$ cat config.mk
export PLATFORM = sky130hd
export DESIGN_NAME = load_store_unit
export DESIGN_NICKNAME = d
export VERILOG_FILES = /design/src/rtl/lsu_pkg.sv /design/src/rtl/lsu_lane_align.sv /design/src/rtl/load_store_unit.sv
export SDC_FILE = /design/constraint.sdc
export NUM_CORES = 1
export LEC_CHECK = 0
export BUFFER_PORTS_ARGS = -buffer_cell sky130_fd_sc_hd__clkbuf_2
export CAP_MARGIN = 20
export CORE_ASPECT_RATIO = 0.8
export CORE_MARGIN = 10
export CORE_UTILIZATION = 53
export DETAILED_ROUTE_END_ITERATION = 8
export PLACE_DENSITY_LB_ADDON = 0.08
export SLEW_MARGIN = 20
export SYNTH_ARGS = -nofsm -noshare
export SYNTH_HDL_FRONTEND = slang
export SYNTH_SLANG_ARGS = --single-unit
$ cat constraint.sdc
create_clock -name clock -period 3.6 [get_ports clock]
set_input_delay 0.36 -clock clock [delete_from_list [all_inputs] [get_ports clock]]
set_output_delay 0.36 -clock clock [all_outputs]
set_load 0.01 [all_outputs]
$ cat src/rtl/lsu_pkg.sv
// lsu_pkg: shared size encodings, FSM states and data width for the load/store unit
package lsu_pkg;
  localparam int DATA_WIDTH = 32;
  localparam logic [1:0] SIZE_B = 2'b00;
  localparam logic [1:0] SIZE_H = 2'b01;
  localparam logic [1:0] SIZE_W = 2'b10;
  typedef enum logic [2:0] {IDLE, LOAD, RMW_READ, WRITE, RESP} state_t;
endpackage

$ cat src/rtl/lsu_lane_align.sv
// lsu_lane_align: load lane extract/extend, store lane merge and misalignment detect
module lsu_lane_align
  import lsu_pkg::*;
(
  input  logic [1:0]            size,
  input  logic                  is_unsigned,
  input  logic [1:0]            addr_lo,
  input  logic [DATA_WIDTH-1:0] rdata,
  input  logic [DATA_WIDTH-1:0] wdata,
  output logic [DATA_WIDTH-1:0] load_data,
  output logic [DATA_WIDTH-1:0] merged,
  output logic                  misaligned
);
  logic [4:0]            bsh;
  logic [DATA_WIDTH-1:0] sh;
  logic [DATA_WIDTH-1:0] mask;
  // lane shift, sign/zero extension, read-modify-write merge and alignment rules
  always_comb begin
    bsh        = {addr_lo, 3'b000};
    sh         = rdata >> bsh;
    load_data  = size == SIZE_B ? {{24{~is_unsigned & sh[7]}}, sh[7:0]} :
                 size == SIZE_H ? {{16{~is_unsigned & sh[15]}}, sh[15:0]} : rdata;
    mask       = (size == SIZE_B ? 32'h0000_00FF : 32'h0000_FFFF) << bsh;
    merged     = size == SIZE_W ? wdata : (rdata & ~mask) | ((wdata << bsh) & mask);
    misaligned = size == 2'b11 || (size == SIZE_H && addr_lo[0]) || (size == SIZE_W && addr_lo != 2'b00);
  end
endmodule

$ cat src/rtl/load_store_unit.sv
// load_store_unit: sequences byte/half/word loads and read-modify-write stores on the ram data port
module load_store_unit
  import lsu_pkg::*;
#(
  parameter int ADDR_WIDTH = 16
) (
  input  logic                  clock,
  input  logic                  reset,
  input  logic                  req_valid,
  output logic                  req_ready,
  input  logic                  req_write,
  input  logic [1:0]            req_size,
  input  logic                  req_unsigned,
  input  logic [31:0]           req_addr,
  input  logic [DATA_WIDTH-1:0] req_wdata,
  output logic                  resp_valid,
  output logic [DATA_WIDTH-1:0] resp_rdata,
  output logic                  resp_misaligned,
  output logic [ADDR_WIDTH-1:0] d_address,
  input  logic [DATA_WIDTH-1:0] d_read_data,
  output logic [DATA_WIDTH-1:0] d_write_data,
  output logic                  wEn
);
  state_t                state, next;
  logic [1:0]            l_size, l_lo, a_size, a_lo;
  logic                  l_unsigned, accept, misaligned;
  logic [DATA_WIDTH-1:0] load_data, merged;
  logic                  unused_addr;
  assign unused_addr = ^req_addr[31:ADDR_WIDTH+2];
  lsu_lane_align u_align (
    .size       (a_size),
    .is_unsigned(l_unsigned),
    .addr_lo    (a_lo),
    .rdata      (d_read_data),
    .wdata      (d_write_data),
    .load_data  (load_data),
    .merged     (merged),
    .misaligned (misaligned)
  );
  // handshake outputs, aligner input select (live request in IDLE) and next state
  always_comb begin
    req_ready  = state == IDLE && !reset;
    wEn        = state == WRITE && !reset;
    resp_valid = state == RESP && !reset;
    accept     = req_valid && req_ready;
    a_size     = state == IDLE ? req_size : l_size;
    a_lo       = state == IDLE ? req_addr[1:0] : l_lo;
    next       = state == IDLE ? (!accept ? IDLE : misaligned ? RESP : !req_write ? LOAD :
                                  req_size == SIZE_W ? WRITE : RMW_READ) :
                 state == RMW_READ ? WRITE :
                 state == LOAD || state == WRITE ? RESP : IDLE;
  end
  // state register, request latch, load result and merged write word
  always_ff @(posedge clock) begin
    if (reset) begin
      state           <= IDLE;
      l_size          <= 2'b00;
      l_lo            <= 2'b00;
      l_unsigned      <= 1'b0;
      d_address       <= '0;
      d_write_data    <= '0;
      resp_rdata      <= '0;
      resp_misaligned <= 1'b0;
    end else begin
      state <= next;
      if (accept) begin
        l_size          <= req_size;
        l_lo            <= req_addr[1:0];
        l_unsigned      <= req_unsigned;
        d_address       <= req_addr[ADDR_WIDTH+1:2];
        d_write_data    <= req_wdata;
        resp_rdata      <= '0;
        resp_misaligned <= misaligned;
      end
      if (state == LOAD) resp_rdata <= load_data;
      if (state == RMW_READ) d_write_data <= merged;
    end
  end
endmodule

==> results of run 1 <==
-- power groups by stage --
stage | sequential (mW) | clock (mW) | combinational (mW)
3_3_place_gp | 1.34 | 0 | 1.69
6_report | 1.33 | 0.791 | 1.75
5_1_grt | 1.35 | 0.845 | 1.90
3_5_place_dp | 1.35 | 0 | 1.72
2_1_floorplan | 1.37 | 0 | 1.14
4_1_cts | 1.33 | 0.804 | 1.73
-- worst max-delay path: cells and delay by family (launching register included) --
kind,cells,cell delay [ps]
muxes,1,730
and+or+nand+nor,2,1130
DFF,1,450
AOI/OAI and AO/OA,1,470
-- how the worst min path moves through the flow --
stage                     endpoint  slack [ps]  depth (start not counted)
global route          d_address[3]         160                          3
CTS                   d_address[5]         150                          3
floorplan             d_address[0]         460                          2
finish                d_address[9]         170                          3
detailed placement  resp_rdata[15]         440                          2
global placement    resp_rdata[15]         440                          2
-- metal layers --
metal  share of wire  up-vias  global-route usage
li1                -     2366                   -
met1            0.42     2414               0.298
met2            0.47      248               0.385
met3           0.089       33              0.0779
met4           0.019        0              0.0640
met5               0        -                   0
-- logic make-up (layout without fill, tap and decap cells) --
group,after synthesis,after routing,share of synthesized area
flops,89,89,0.380
simple gates,201,201,0.218
compound gates,171,171,0.266
mux,35,35,0.0836
buf+inv,60,213,0.0521
-- cell type report --
cell class / instances / area [µm²] / share of cell area
clock buffers: 11 / 151 / 0.0261
flip-flops and latches: 89 / 1780 / 0.307
inverters: 14 / 52.6 / 0.00905
repair buffers: 183 / 943 / 0.162
multi-input cells: 407 / 2660 / 0.458
clock inverters: 5 / 77.6 / 0.0134
well taps: 112 / 140 / 0.0241
-- cell usage in the layout, fill, tap and decap left out, drive strengths merged, types with 4 or more instances in the layout --
master,n
and3,17
nand2b,9
nand2,86
a211oi,10
mux2,13
nor2,26
clkbuf,183
nor2b,4
a21oi,24
o221ai,4
a221o,16
or3,11
mux2i,20
o2bb2ai,8
o221a,4
o211a,5
inv,14
nor3,5
dfxtp,89
a21boi,8
a2111oi,4
buf,11
nand3,11
nand3b,19
o22ai,25
a221oi,15
o21ai,32
==> metrics.md, run 1 <==
| Metric | Value |
|---|---|
| Most common cell in the netlist | dfxtp_1 |
| Area growth syn-to-layout | 23.9% |
| Fin worst setup slack | 708 ps |
| Post-CTS Hold Buffers | 0 |
| Core area | 8560 µm² |
| Worst skew pair latency | 370 ps |
| Worst R2R Start | state[1] |
| Final setup violating endpoints | 0 |
| Die area | 13000 µm² |
| Final hold vios | 0 |
| Synth top area share | 0.380 |
| Pwr Density | 667 nW/µm² |
| Via count | 5061 |
| Starting Density | 0.548 |
| Seq/Total Area, Yosys | 0.380 |
| Share of cells above drive strength 1 | 0.315 |
| Top cells by area, synth | dfxtp_1, nand2_1, mux2i_1, a221o_1, o22ai_1 |
| Yosys reg bits | 89 |
| Post-synth EDFFs | 0 |
| Post-synth top area cell | dfxtp_1 |
| Setup TNS | 0 ps |
| Int Pwr | 2.29 mW |
| CP Capture Type | flop |
| Terminus of the critical flop-to-flop path | resp_rdata[23] |
| Sw Pwr | 1.58 mW |
| Netlist cell types | 56 |
| Status | finished, final reports clean |
| Slew margin rel. | 0.271 |
| Syn nets | 659 |
| Fin Hold WS | 171 ps |
| Cells after Synth | 556 |
| Fillers | 764 |
| Leakage | 2.66 nW |
| CTS sink cnt | 89 |
| Clk network pwr share | 0.204 |
| Cell Area, Synth | 4690 µm² |
| Critical Path Source | state[1] |
| Post-CTS setup buffer count | 0 |
| Avg Inst Size Synth | 8.43 µm² |
| Worst Path Arrival | 3150 ps |
| Routed WL | 16.4 mm |
| GP Congestion | 0.957 |
| Sequential cell fraction of total power | 0.343 |
| Worst setup path endpoint | resp_rdata[23] |
| Tcrit/Tclk final | 0.803 |
| Post-CTS sizing | 0 |
| Clk slew on worst S/H paths | 90 ps |
| Die X | 125 µm |
| Setup crit start kind | flop |
| Final Skew | 9.02 ps |
| Starting DRT DRC Count | 593 |
| Die height | 104 µm |
| Routed Antenna Nets | 0 |
| HPWL Detailed | 12.2 mm |
| Tightest Pin Transition | 1090 ps |
| Util after Layout | 0.679 |
| IO Port Bufs | 172 |
| Fin cells | 821 |
| Num rows | 30 |
| Vias per cell | 6.16 |
| Place WS | 803 ps |
| Worst Path Required | 3860 ps |
| VDD IR max | 0.405 mV |
| Initial antenna violation count | 0 |
| Max-slew violation count | 0 |
| All-layer global routing usage | 0.239 |
| CP max-delay cell | mux2i_1 |
| FF-to-FF path depth | 4 |
| Critical path cell sequence | nor3_4, mux2i_1, nor2_1, a221o_1 |
| Fin crit period | 2890 ps |
| Yosys warnings | 0 |
| Commonest cells in the netlist | dfxtp_1, nand2_1, clkbuf_1, o21ai_0 |
| Logic pwr share | 0.452 |
| Clock tree buffer depth | 2 |
| Slowest stage delay, CP | 730 ps |
| Switching share of power | 0.409 |
| Critical path type | flop to flop |
| First-pass GRT wire length | 25.9 mm |
| Mean routed wirelength per cell | 20.0 µm |
| RSZ-0062 raised after global routing | false |
| Ant. Diodes | 0 |
| Placed Area | 5580 µm² |
| Fin nets | 807 |
| Total global routing overflow | 0 |
| Maxcap violations | 0 |
| Async SR Flop Fraction | 0 |
| Crit-path max FO | 18 |
| Reg-to-reg slack, setup | 710 ps |
| Critical hold path startpoint | req_addr[11] |
| Tot Pwr | 3.87 mW |
| Dpl cells | 805 |
| Max H-tree Level | 3 |
| DRC | 0 |
| Final instance area | 5810 µm² |
| Vias in the first global route | 4972 |
| Top Ports | 187 |
| Root Driver | clkbuf_8 |
| Inserted Clock Buffers | 9 |
| Synth Flop Type | dfxtp_1 |
| Hold Path Class | primary input to flop |
| First-pass DRT Iterations | 7 |
| CTS tree | built |
| Maximum clock rate | 346 MHz |
| Largest net degree at the start of global routing | 74 |
No activity file was read; power rests on OpenSTA's default activity.
==> run 2, diff against run 1 <==
--- a/config.mk
+++ b/config.mk
@@ -9,7 +9,7 @@
 export CAP_MARGIN = 20
 export CORE_ASPECT_RATIO = 0.8
 export CORE_MARGIN = 10
-export CORE_UTILIZATION = 53
+export CORE_UTILIZATION = 49
 export DETAILED_ROUTE_END_ITERATION = 8
 export PLACE_DENSITY_LB_ADDON = 0.08
 export SLEW_MARGIN = 20
==> constraint.sdc (replaced) <==
create_clock -name clock -period 2.9 [get_ports clock]
set_input_delay 0.29 -clock clock [delete_from_list [all_inputs] [get_ports clock]]
set_output_delay 0.29 -clock clock [all_outputs]
set_load 0.01 [all_outputs]
==> run 2 against run 1 <==
Net effect: maximum frequency increased by 7.5%; largest power group unchanged; clock power increased by 55%; die area is 6.7% higher; total power is 32% higher.
==> metrics.md, run 2 (synthesis gave the netlist of run 1 again) <==
| Metric | Value |
|---|---|
| Fin crit period | 2690 ps (-202 ps) |
| Ant. Diodes | 0 (unchanged) |
| Status | finished, final reports clean |
| Commonest cells after routing, fill and taps aside | clkbuf_2, dfxtp_1, nand2_1 |
| GP Congestion | 0.893 (-6.7%) |
| Post-CTS Hold Buffers | 0 (unchanged) |
| Leakage | 2.73 nW (+2.5%) |
| Vias per cell | 6.05 (-1.9%) |
| Final setup violating endpoints | 0 (unchanged) |
| All-layer global routing usage | 0.232 (-0.00684) |
| Met1 Use GR | 0.292 (-0.00605) |
| Die X | 129 µm (+3.4%) |
| HPWL Detailed | 12.4 mm (+1.9%) |
| Via count | 5019 (-0.83%) |
| Fillers | 822 (+7.6%) |
| Hold Path Class | primary input to flop |
| Commonest non-fill, non-tap cell in the layout | clkbuf_2 |
| Setup TNS | 0 ps (unchanged) |
| Slew margin rel. | 0.392 (+0.122) |
| Total global routing overflow | 0 (unchanged) |
| Maxcap violations | 0 (unchanged) |
| Vias in the first global route | 4902 (-1.4%) |
| Critical hold path startpoint | req_addr[8] |
| Routed WL | 16.6 mm (+1.2%) |
| Maximum clock rate | 372 MHz (+7.5%) |
| Met2 usage | 0.369 (-0.0161) |
| CTS tree | built |
| Post-CTS sizing | 0 (unchanged) |
| Starting Density | 0.510 (-0.0378) |
| Num rows | 31 (+3.3%) |
| Worst Path Required | 3180 ps (-680 ps) |
| Share of cells above drive strength 1 | 0.319 (+0.00435) |
| Critical Path Source | state[1] |
| Mean routed wirelength per cell | 20.0 µm (about the same) |
| Worst R2R Start | state[1] |
| Die height | 107 µm (+3.2%) |
| Setup crit start kind | flop |
| Clk slew on worst S/H paths | 60 ps (-30 ps) |
| Fin nets | 813 (+0.74%) |
| Area growth syn-to-layout | 26.7% |
| First-pass GRT wire length | 26.0 mm (+0.35%) |
| VDD IR max | 0.458 mV (+13%) |
| Starting DRT DRC Count | 522 (-12%) |
| Max-slew violation count | 0 (unchanged) |
| RSZ-0062 raised after global routing | false |
| Clock tree buffer depth | 2 (unchanged) |
| Worst skew pair latency | 340 ps (-30 ps) |
| Met3 global-route usage | 0.0620 (-0.0159) |
| Post-CTS setup buffer count | 0 (unchanged) |
| Pwr Density | 859 nW/µm² (+29%) |
| Final Skew | 3.01 ps (-6.01 ps) |
| Worst Path Arrival | 2970 ps (-180 ps) |
| Tcrit/Tclk final | 0.928 (+0.124) |
| Initial antenna violation count | 0 (unchanged) |
| Tightest Pin Transition | 908 ps (-182 ps) |
| GRT Max-Usage Layer | met2 |
| Critical path type | flop to flop |
| Core area | 9190 µm² (+7.4%) |
| CP max-delay cell | nor3_4 |
| Crit-path max FO | 18 (unchanged) |
| Critical path cell sequence | nor3_4, mux2_2, or4_4, a21oi_4, a221o_1 |
| Top Ports | 187 (unchanged) |
| First-pass DRT Iterations | 5 (-2) |
| Max H-tree Level | 3 (unchanged) |
| CTS sink cnt | 89 (unchanged) |
| Slowest stage delay, CP | 680 ps (-50 ps) |
| Largest net degree at the start of global routing | 65 (-12%) |
| Final hold vios | 0 (unchanged) |
| Inserted Clock Buffers | 9 (unchanged) |
| Die area | 13900 µm² (+6.7%) |
| Routed Antenna Nets | 0 (unchanged) |
| Fin Hold WS | 130 ps (-41.1 ps) |
| IO Port Bufs | 172 (unchanged) |
| Root Driver | clkbuf_16 |
| DRC | 0 (unchanged) |
| CP Capture Type | flop |
==> run 2: changes by cell type in the layout (fill, tap and decap cells not counted), sizes merged <==
cell,delta
buf,+6
clkbuf,-1
clkinv,+1
==> run 2: layer usage <==
| metal | share of wire | vias up | routed length [µm] |
|---|---|---|---|
| li1 | - | 2379 | - |
| met1 | 0.42 | 2360 | 6930 |
| met2 | 0.47 | 240 | 7770 |
| met3 | 0.087 | 40 | 1440 |
| met4 | 0.027 | 0 | 444 |
| met5 | 0 | - | 0 |
==> run 2: final cells by class <==
class                           instances  area, µm²  area share
Clock inverter                          6       82.6      0.0139
Tap cell                              115        144      0.0242
Sequential cell                        89       1780       0.300
Multi-Input combinational cell        407       2660       0.448
Clock buffer                           10        229      0.0386
Timing Repair Buffer                  189        988       0.166
Inverter                               14       52.6     0.00885
==> run 2: per-stage QoR <==
stage | utilization | worst slack, ps | area, µm² | total power [mW] | instances
after floorplan | - | 697 | 4690 | 3.11 | 556
after global placement | 0.612 | 332 | 5630 | 3.81 | 814
after detailed placement | 0.612 | 272 | 5630 | 3.86 | 814
after CTS | 0.646 | 242 | 5940 | 5.09 | 830
after global routing | 0.646 | 47.0 | 5940 | 5.39 | 830
final | 0.646 | 210 | 5940 | 5.10 | 830
==> run 2: worst paths after layout <==
check              endpoint  slack [ps]  depth (start not counted)
max          resp_rdata[31]         210                          5
min            d_address[6]         130                          3
max reg2reg  resp_rdata[31]         210                          5
min reg2reg  resp_rdata[15]         450                          2
==> run 2: where the power goes <==
group	total [mW]	switching [mW]	internal [mW]
clock network	1.23	0.483	0.751
registers	1.65	0.201	1.45
logic	2.21	1.32	0.892
==> run 2: critical path, delay by kind of cell (launching register included) <==
| kind | cells | cell delay, ps |
|---|---|---|
| multiplexers | 1 | 420 |
| flip-flops | 1 | 430 |
| AO/OA/AOI/OAI | 2 | 570 |
| AND/OR/NAND/NOR | 2 | 1200 |
